## config.mk

```make
export PLATFORM = sky130hd
export DESIGN_NAME = uart_periph_flat
export DESIGN_NICKNAME = d
export VERILOG_FILES = /design/src/rtl/uart_periph_if.sv /design/src/rtl/uart_periph.sv /design/src/flat_wrapper.sv
export SDC_FILE = /design/constraint.sdc
export NUM_CORES = 1
export LEC_CHECK = 0
export BUFFER_PORTS_ARGS = -buffer_cell sky130_fd_sc_hd__buf_2
export CORE_AREA = 2 2 93 95
export DETAILED_ROUTE_END_ITERATION = 6
export DIE_AREA = 0 0 95 97
export PLACE_DENSITY = 0.86
export SYNTH_ARGS = -nofsm -noshare
export SYNTH_HDL_FRONTEND = slang
export SYNTH_SLANG_ARGS = --single-unit
```

## constraint.sdc

```tcl
create_clock -name clk -period 2.3 [get_ports clk]
set_input_delay 0.46 -clock clk [delete_from_list [all_inputs] [get_ports clk]]
set_output_delay 0.46 -clock clk [all_outputs]
set_load 0.01 [all_outputs]
```

## src/rtl/uart_periph_if.sv

```systemverilog
// Processor-side bus of the UART peripheral: read/write strobes, byte address,
// write data and combinational read data.
interface uart_periph_if;
  logic        rd;
  logic        wr;
  logic [31:0] addr;
  logic [31:0] wdata;
  logic [31:0] rdata;

  modport master (output rd, output wr, output addr, output wdata, input rdata);
  modport slave  (input rd, input wr, input addr, input wdata, output rdata);
endinterface

```

## src/rtl/uart_periph.sv

```systemverilog
// Memory-mapped UART: TXD/RXD/CON registers, 8N1 transmitter and receiver
// running independently, level interrupt on TX_DONE / RX_READY.
module uart_periph #(
  parameter int unsigned CLKS_PER_BIT = 5208,
  parameter logic [31:0] BASE         = 32'h40000018
) (
  input  logic          clk,
  input  logic          reset,
  uart_periph_if.slave  bus,
  input  logic          uart_rx,
  output logic          uart_tx,
  output logic          irq_uart
);

  localparam int unsigned CNT_W = (CLKS_PER_BIT > 1) ? $clog2(CLKS_PER_BIT) : 1;
  localparam int unsigned HALF  = (CLKS_PER_BIT / 2 > 0) ? CLKS_PER_BIT / 2 - 1 : 0;
  localparam logic [CNT_W-1:0] BIT_LAST  = CNT_W'(CLKS_PER_BIT - 1);
  localparam logic [CNT_W-1:0] HALF_LAST = CNT_W'(HALF);
  localparam logic [31:0] ADDR_TXD = BASE;
  localparam logic [31:0] ADDR_RXD = BASE + 32'd4;
  localparam logic [31:0] ADDR_CON = BASE + 32'd8;

  typedef enum logic [1:0] {IDLE, START, DATA, STOP} state_e;

  // Bus decode
  logic hit_txd, hit_rxd, hit_con;
  logic txd_wr, con_wr, rxd_rd, con_rd;
  assign hit_txd = (bus.addr == ADDR_TXD);
  assign hit_rxd = (bus.addr == ADDR_RXD);
  assign hit_con = (bus.addr == ADDR_CON);
  assign txd_wr  = bus.wr & hit_txd;
  assign con_wr  = bus.wr & hit_con;
  assign rxd_rd  = bus.rd & hit_rxd;
  assign con_rd  = bus.rd & hit_con;

  logic unused_wdata;
  assign unused_wdata = ^bus.wdata[31:8];

  // Registered state
  state_e           tx_state, rx_state;
  logic [CNT_W-1:0] tx_cnt, rx_cnt;
  logic [2:0]       tx_bit, rx_bit;
  logic [7:0]       tx_shift, rx_shift, rx_data;
  logic [1:0]       rx_sync, con_en;
  logic             tx_done, rx_ready;

  // Next-state values
  state_e           tx_state_nxt, rx_state_nxt;
  logic [CNT_W-1:0] tx_cnt_nxt, rx_cnt_nxt;
  logic [2:0]       tx_bit_nxt, rx_bit_nxt;
  logic [7:0]       tx_shift_nxt, rx_shift_nxt, rx_data_nxt;
  logic [1:0]       con_en_nxt;
  logic             tx_done_nxt, rx_ready_nxt, tx_done_set, rx_done_set;
  logic             tx_line_nxt, irq_nxt, rx_s, tx_busy;

  assign rx_s    = rx_sync[1];
  assign tx_busy = (tx_state != IDLE);

  // State register; uart_tx resets high asynchronously
  always_ff @(posedge clk or negedge reset) begin
    if (!reset) begin
      tx_state <= IDLE;
      rx_state <= IDLE;
      tx_cnt   <= '0;
      rx_cnt   <= '0;
      tx_bit   <= '0;
      rx_bit   <= '0;
      tx_shift <= '0;
      rx_shift <= '0;
      rx_data  <= '0;
      rx_sync  <= 2'b11;
      con_en   <= '0;
      tx_done  <= 1'b0;
      rx_ready <= 1'b0;
      uart_tx  <= 1'b1;
      irq_uart <= 1'b0;
    end else begin
      tx_state <= tx_state_nxt;
      rx_state <= rx_state_nxt;
      tx_cnt   <= tx_cnt_nxt;
      rx_cnt   <= rx_cnt_nxt;
      tx_bit   <= tx_bit_nxt;
      rx_bit   <= rx_bit_nxt;
      tx_shift <= tx_shift_nxt;
      rx_shift <= rx_shift_nxt;
      rx_data  <= rx_data_nxt;
      rx_sync  <= {rx_sync[0], uart_rx};
      con_en   <= con_en_nxt;
      tx_done  <= tx_done_nxt;
      rx_ready <= rx_ready_nxt;
      uart_tx  <= tx_line_nxt;
      irq_uart <= irq_nxt;
    end
  end

  // TX next state: writes are only accepted in IDLE
  always_comb begin
    tx_state_nxt = tx_state;
    tx_cnt_nxt   = tx_cnt;
    tx_bit_nxt   = tx_bit;
    tx_shift_nxt = tx_shift;
    tx_done_set  = 1'b0;
    case (tx_state)
      IDLE: begin
        if (txd_wr) begin
          tx_state_nxt = START;
          tx_cnt_nxt   = '0;
          tx_shift_nxt = bus.wdata[7:0];
        end
      end
      START: begin
        if (tx_cnt == BIT_LAST) begin
          tx_state_nxt = DATA;
          tx_cnt_nxt   = '0;
          tx_bit_nxt   = '0;
        end else begin
          tx_cnt_nxt = tx_cnt + CNT_W'(1);
        end
      end
      DATA: begin
        if (tx_cnt == BIT_LAST) begin
          tx_cnt_nxt = '0;
          if (tx_bit == 3'd7) tx_state_nxt = STOP;
          else                tx_bit_nxt   = tx_bit + 3'd1;
        end else begin
          tx_cnt_nxt = tx_cnt + CNT_W'(1);
        end
      end
      STOP: begin
        if (tx_cnt == BIT_LAST) begin
          tx_state_nxt = IDLE;
          tx_cnt_nxt   = '0;
          tx_done_set  = 1'b1;
        end else begin
          tx_cnt_nxt = tx_cnt + CNT_W'(1);
        end
      end
      default: tx_state_nxt = IDLE;
    endcase
  end

  // TX output: line level of the upcoming state, registered into uart_tx
  always_comb begin
    tx_line_nxt = 1'b1;
    case (tx_state_nxt)
      START:   tx_line_nxt = 1'b0;
      DATA:    tx_line_nxt = tx_shift_nxt[tx_bit_nxt];
      default: tx_line_nxt = 1'b1;
    endcase
  end

  // RX next state: half-bit start validation, then centre sampling
  always_comb begin
    rx_state_nxt = rx_state;
    rx_cnt_nxt   = rx_cnt;
    rx_bit_nxt   = rx_bit;
    rx_shift_nxt = rx_shift;
    rx_done_set  = 1'b0;
    case (rx_state)
      IDLE: begin
        if (!rx_s) begin
          rx_state_nxt = START;
          rx_cnt_nxt   = '0;
        end
      end
      START: begin
        if (rx_cnt == HALF_LAST) begin
          rx_cnt_nxt = '0;
          rx_bit_nxt = '0;
          rx_state_nxt = rx_s ? IDLE : DATA;
        end else begin
          rx_cnt_nxt = rx_cnt + CNT_W'(1);
        end
      end
      DATA: begin
        if (rx_cnt == BIT_LAST) begin
          rx_cnt_nxt   = '0;
          rx_shift_nxt = {rx_s, rx_shift[7:1]};
          if (rx_bit == 3'd7) rx_state_nxt = STOP;
          else                rx_bit_nxt   = rx_bit + 3'd1;
        end else begin
          rx_cnt_nxt = rx_cnt + CNT_W'(1);
        end
      end
      STOP: begin
        if (rx_cnt == BIT_LAST) begin
          rx_state_nxt = IDLE;
          rx_cnt_nxt   = '0;
          rx_done_set  = rx_s;
        end else begin
          rx_cnt_nxt = rx_cnt + CNT_W'(1);
        end
      end
      default: rx_state_nxt = IDLE;
    endcase
  end

  // Flags: a set on the same edge as a read-clear wins
  always_comb begin
    con_en_nxt   = con_wr ? bus.wdata[1:0] : con_en;
    tx_done_nxt  = tx_done_set | (tx_done & ~con_rd);
    rx_ready_nxt = rx_done_set | (rx_ready & ~rxd_rd);
    rx_data_nxt  = rx_done_set ? rx_shift : rx_data;
    irq_nxt      = (con_en_nxt[0] & tx_done_nxt) | (con_en_nxt[1] & rx_ready_nxt);
  end

  // Combinational read mux
  always_comb begin
    bus.rdata = '0;
    if (bus.rd) begin
      if (hit_rxd) bus.rdata = {24'd0, rx_data};
      if (hit_con) bus.rdata = {27'd0, tx_busy, rx_ready, tx_done, con_en};
    end
  end

endmodule

```

## src/flat_wrapper.sv

```systemverilog
// flat-port wrapper written by rule: the top's interface ports become plain ports
module uart_periph_flat 
#(
  parameter int unsigned CLKS_PER_BIT = 5208,
  parameter logic [31:0] BASE         = 32'h40000018
)
  (clk, reset, uart_rx, uart_tx, irq_uart, bus_rd, bus_wr, bus_addr, bus_wdata, bus_rdata);
  uart_periph_if bus_i ();
  input  logic clk;
  input  logic reset;
  input  logic uart_rx;
  output logic uart_tx;
  output logic irq_uart;
  input wire logic [$bits(bus_i.rd)-1:0] bus_rd;
  input wire logic [$bits(bus_i.wr)-1:0] bus_wr;
  input wire logic [$bits(bus_i.addr)-1:0] bus_addr;
  input wire logic [$bits(bus_i.wdata)-1:0] bus_wdata;
  output wire logic [$bits(bus_i.rdata)-1:0] bus_rdata;
  assign bus_i.rd = bus_rd;
  assign bus_i.wr = bus_wr;
  assign bus_i.addr = bus_addr;
  assign bus_i.wdata = bus_wdata;
  assign bus_rdata = bus_i.rdata;
  uart_periph #(.CLKS_PER_BIT(CLKS_PER_BIT), .BASE(BASE)) u_core (.clk(clk), .reset(reset), .bus(bus_i), .uart_rx(uart_rx), .uart_tx(uart_tx), .irq_uart(irq_uart));
endmodule
```

; After elaboration in Yosys (flattened, before gate mapping)
; Index checks and enable logic that the tools add are counted.
; Widths: inputs -> output; s select.
[word_totals]
register_bits = 68
latchBits = 0
word_cells = 106
n_memories = 0
mem_bits_ro = 0
ram_bits = 0
[op_classes]
magnitude_cmp = 1
n_eq_ne = 23
n_addsub = 4
n_mux = 41
bitwise = 13
shifts = 0
n_reduce_logical = 9
multipliers = 0
div = 0
[op_table]
columns = cell, n
row1 = $eq 32x31->1 const B, 3
row2 = $mux 13, 5
row3 = $mux 8, 5
row4 = $pmux 13 s3, 1
row5 = $add 13x1->13 const B, 2
row6 = $eq 13x13->1 const B, 2
row7 = $pmux 13 s2, 1
row8 = $mux 2, 12
row9 = $mux 3, 6
row10 = $pmux 2 s4, 2
row11 = $eq 13x12->1 const B, 1
row12 = $pmux 3 s2, 2
row13 = $eq 2x2->1 const B, 5
row14 = $ne 2x1->1 const B, 5
row15 = $and 1x1->1, 8
row16 = $add 3x1->3 const B, 2
row17 = $eq 2x1->1 const B, 3
row18 = $eq 3x3->1 const B, 2
row19 = $mux 1, 5
row20 = $reduce_and 5->1, 1
row21 = $logic_not 2->1, 2
row22 = $lt 3x4->1 const B, 1
row23 = $ne 2x2->1 const B, 2
row24 = $reduce_and 4->1, 1
row25 = 8 further kinds, 12

; Depth between registers and ports, before layout
[logic_depth]
word_depth = 7
mapped_depth = 9
depth_no_buf = 9

; Worst setup path after synthesis
; OpenSTA, ideal clock, no wires.
[synth_path]
kind = in2out
startpoint = input port bus_addr[24]
endpoint = output port bus_rdata[0]
arrival_time_ns = 1.982
t_required_ns = 1.840
stages = 4
setup_slack_ns = -0.142
cell_sequence = nor4_1 nand4_1 nor4_1 a22o_1
[synth_between]
elab_chain_len = 4
elab_cells_between_ends = 5
cone_classes = 2 x eq/ne / 3 x mux
[synth_rtl]
columns = item, line_no
row1 = from (decl), flat_wrapper.sv:16  ; input wire logic [$bits(bus_i.addr)-1:0] bus_addr;
row2 = $eq 32x31->1, uart_periph.sv:29  ; assign hit_rxd = (bus.addr == ADDR_RXD);
row3 = $mux 8, uart_periph.sv:211  ; if (hit_rxd) bus.rdata = {24'd0, rx_data};
row4 = $mux 8 *, uart_periph.sv:212  ; if (hit_con) bus.rdata = {27'd0, tx_busy, rx_ready, tx_done, con_en};
row5 = $mux 8 *, uart_periph.sv:210  ; if (bus.rd) begin
row6 = to (decl), flat_wrapper.sv:18  ; output wire logic [$bits(bus_i.rdata)-1:0] bus_rdata;
; Every way passes the cells marked *; elsewhere a longest branch is shown, timed or not.

; Worst setup path in the final report
[layout_path]
startpoint = input port bus_addr[8]
endpoint = output port bus_rdata[3]
; Same word-level chain as after synthesis.

==> results.md <==
- Status: complete, but fails checks
- Failing checks: negative setup slack
- Total power: 2.40 mW
- Crit path capture: bus_rdata[3]
- DRC: 0
- Htree depth: 3
- CTS Hold Buffers Added: 0
- Place WS: -0.262 ns
- R2r setup slk: 0 ns
- Sequential fraction of the synthesis area: 44.1%
- Post-DP HPWL: 6290 µm
- Detail Route Antenna Nets: 0
- Area grow syn2layout: 27.0%
- Finish-stage setup viols: 21
- Fin. max-slew vios: 0
- Crit path buffers/inverters: 3
- Post-synth top cells: dfrtp_1 (65), nand2_1 (48), o21ai_0 (35), nor2_1 (27), buf_4 (25)
- First-pass GRT wire length: 15200 µm
- Synth Cell Area: 0.00387 mm²
- Crit-path max cell delay: 0.38 ns
- Worst Path Arrival: 2.04 ns
- Flops & latches, synth: 68
- Placed instance area: 0.00443 mm²
- Crit-path slowest cell: nor4_4
- Crit-path leading delay family: simple AND/OR/NAND/NOR gates
- Unique masters post-synth: 56
- Max_cap viols: 0
- Core box area: 0.00813 mm²
- Required @ worst endpoint: 1.84 ns
- Cell taking the most area after synthesis: dfrtp_1
- CTS sink count: 68
- I/O pin cnt: 103
- Reg-to-Reg Start: u_core.tx_state[1]$_DFF_PN0_
- Nets: 572
- Cells after DPL: 576
- Main synth FF type: dfrtp_1
- Worst hold path type: in2async
- Reg clk slew, reported paths: 0.07 ns
- Die X: 95 µm
- Share of the synthesized area in the top cell type: 42.0%
- Total CTS buffers: 9
- Fin crit share: 109%
- Die Y: 97 µm
- Post-synthesis async set-or-reset flop share: 100%
- Vias/cell: 5.61
- Via count: 3381
- Avg Synthesized Cell Area: 9.80 µm²
- WL final: 9780 µm
- Minimum clock period: 2.50 ns
- Final setup margin: -0.205 ns
- Most common cell in the netlist: dfrtp_1
- Kind of critical path: in2out
- Post-route insts no fill: 603
- Final instance area: 0.00491 mm²
- DR pass1 iterations: 4
- Overflow after GRT: 0
- CTS tree: done
- Critical Path Source Type: primary input
- Maximum vdd ir drop: 0.000354 V
- CTS root buffer: clkbuf_8
- Largest net degree at the start of global routing: 69
- RSZ-0062 raised after global routing: yes
- Post-synth EDFFs: 0
- Post-Route Utilization: 60.4%
- Critical path, cell by cell: buf_2 -> nor4_4 -> nand4_1 -> nor4_2 -> buf_4 -> nand2_2 -> o21ai_2 -> buf_2
- Leak Pwr: 2.35 nW
- Crit path launch: bus_addr[8]
- Number of I/O port buffers: 54
- FF-to-FF End: u_core.uart_tx$_DFF_PN1_
- Wire per inst: 16.2 µm
- Crit path depth: 8
- Vias in the first global route: 3349
- Worst Max-Slew Pin Slew: 0.504 ns
- Initial antenna violation count: 0
- Tot GR Track Use: 20.5%
- Drt initial violations: 231
- Post-synthesis cell count: 395
- Fmax: 399 MHz
- ANT cells: 0
- Worst-Skew Late Latency: 0.34 ns
- GP Congestion: 0.805
- Worst r2r path cells: 9
- Die area: 0.00922 mm²
- YS warnings: 0
- Row count: 33
- Synth top area cells: dfrtp_1 (42%), mux2_2 (6.4%), buf_4 (4.8%)
- Pwr Density: 487 mW/mm²
- Crit-path max FO: 5
- Initial core utilization: 47.6%
- Slew HR: 65.8%
- Maximum clock insertion buffer count: 2
- Cell mode on critical path: buf_2
- Endpoint class of the critical path: output port
- Hold Fails Final Rpt: 0
- Layout Skew: 0.00609 ns
- Share of layout cells above drive strength 1: 35.5%
==> worst register-to-register path, cell delays in order (launching register included) <==
cell and delay, ns:
dfrtp_1 0.43, inv_2 0.10, ha_4 0.20, and3_1 0.18, a41o_1 0.24, a31oi_4 0.20
mux4_2 0.54, nor2_1 0.10, nand4b_1 0.12, a41oi_1 0.11
==> registers in the layout (all words and copies together), names as in the netlist, 2 cells and up, named ones only <==
| signal | count |
|---|---|
| u_core.tx_cnt | 13 |
| u_core.tx_shift | 8 |
| u_core.rx_sync | 2 |
| u_core.rx_data | 8 |
| u_core.rx_cnt | 13 |
| u_core.tx_state | 2 |
| u_core.con_en | 2 |
| u_core.rx_bit | 3 |
| u_core.tx_bit | 3 |
| u_core.rx_shift | 8 |
==> stage by stage <==
step,hold slack (ns),TNS (ns)
CTS,0.138,-0.418
finish,0.106,-2.07
global placement,0.346,-2.60
global route,0.140,-2.99
floorplan,0.164,0
detailed placement,0.347,-3.61
==> routing by layer <==
layer | up-vias | global-route usage, % | wire [µm]
li1 | 1573 | - | -
met1 | 1657 | 24.4 | 3740
met2 | 113 | 34.8 | 5060
met3 | 38 | 6.46 | 485
met4 | 0 | 6.47 | 491
met5 | - | 0 | 0
==> placed cells by master (no fill, tap or decap), drive strengths merged, types with 7 or more instances in the layout <==
| cell type | count |
|---|---|
| dfrtp | 65 |
| o31ai | 12 |
| buf | 99 |
| inv | 10 |
| nor2b | 7 |
| ha | 10 |
| and3 | 12 |
| conb | 24 |
| nand2b | 9 |
| mux2 | 24 |
| nand3 | 21 |
| o21ai | 35 |
| nor4 | 10 |
| nor2 | 27 |
| clkbuf | 11 |
| nand2 | 48 |
==> cell type report <==
| type | instances | area [µm²] |
|---|---|---|
| multi-input cells | 305 | 2150 |
| repair buffers | 99 | 668 |
| well taps | 105 | 131 |
| flip-flops and latches | 68 | 1710 |
| fillers | 619 | 3220 |
| inverters | 10 | 37.5 |
| clock inverters | 5 | 75.1 |
| clock buffers | 11 | 141 |
==> power by group <==
| group | internal [mW] | leakage [nW] | total (mW) | switching, mW |
|---|---|---|---|---|
| clock network | 0.635 | 0.113 | 1.07 | 0.433 |
| registers | 1.20 | 0.873 | 1.20 | 0.00140 |
| logic | 0.0487 | 1.36 | 0.127 | 0.0782 |
| total | 1.88 | 2.35 | 2.40 | 0.513 |
==> kinds of logic after synthesis <==
| family | synth area share, % |
|---|---|
| AO/OA/AOI/OAI | 12.4 |
| XOR/XNOR | 0.679 |
| adder cells (fa/ha/maj) | 3.23 |
| buffers and inverters | 7.02 |
| flip-flops | 44.1 |
| multiplexers | 9.38 |
| other | 0.0969 |
| AND/OR/NAND/NOR | 23.1 |
==> worst min path at each step <==
stage | to | slack [ns] | depth (start not counted)
finish | u_core.tx_shift[4]$_DFF_PN0_ | 0.11 | 2
global route | u_core.tx_shift[4]$_DFF_PN0_ | 0.14 | 2
CTS | u_core.tx_shift[4]$_DFF_PN0_ | 0.14 | 2
detailed placement | u_core.rx_sync[1]$_DFF_PN1_ | 0.35 | 0
global placement | u_core.rx_sync[1]$_DFF_PN1_ | 0.35 | 0
floorplan | asynchronous set/reset pin | 0.16 | 0
==> repair_timing <==
| action | CTS | global route |
|---|---|---|
| pin swaps | 15 | 6 |
| endpoints found under the setup margin | 9 | 31 |
| gates cloned | 1 | 0 |
| buffers inserted | 8 | 2 |
| gates resized for setup | 25 | 18 |
Note: power is estimated with default switching activity, not from simulation.
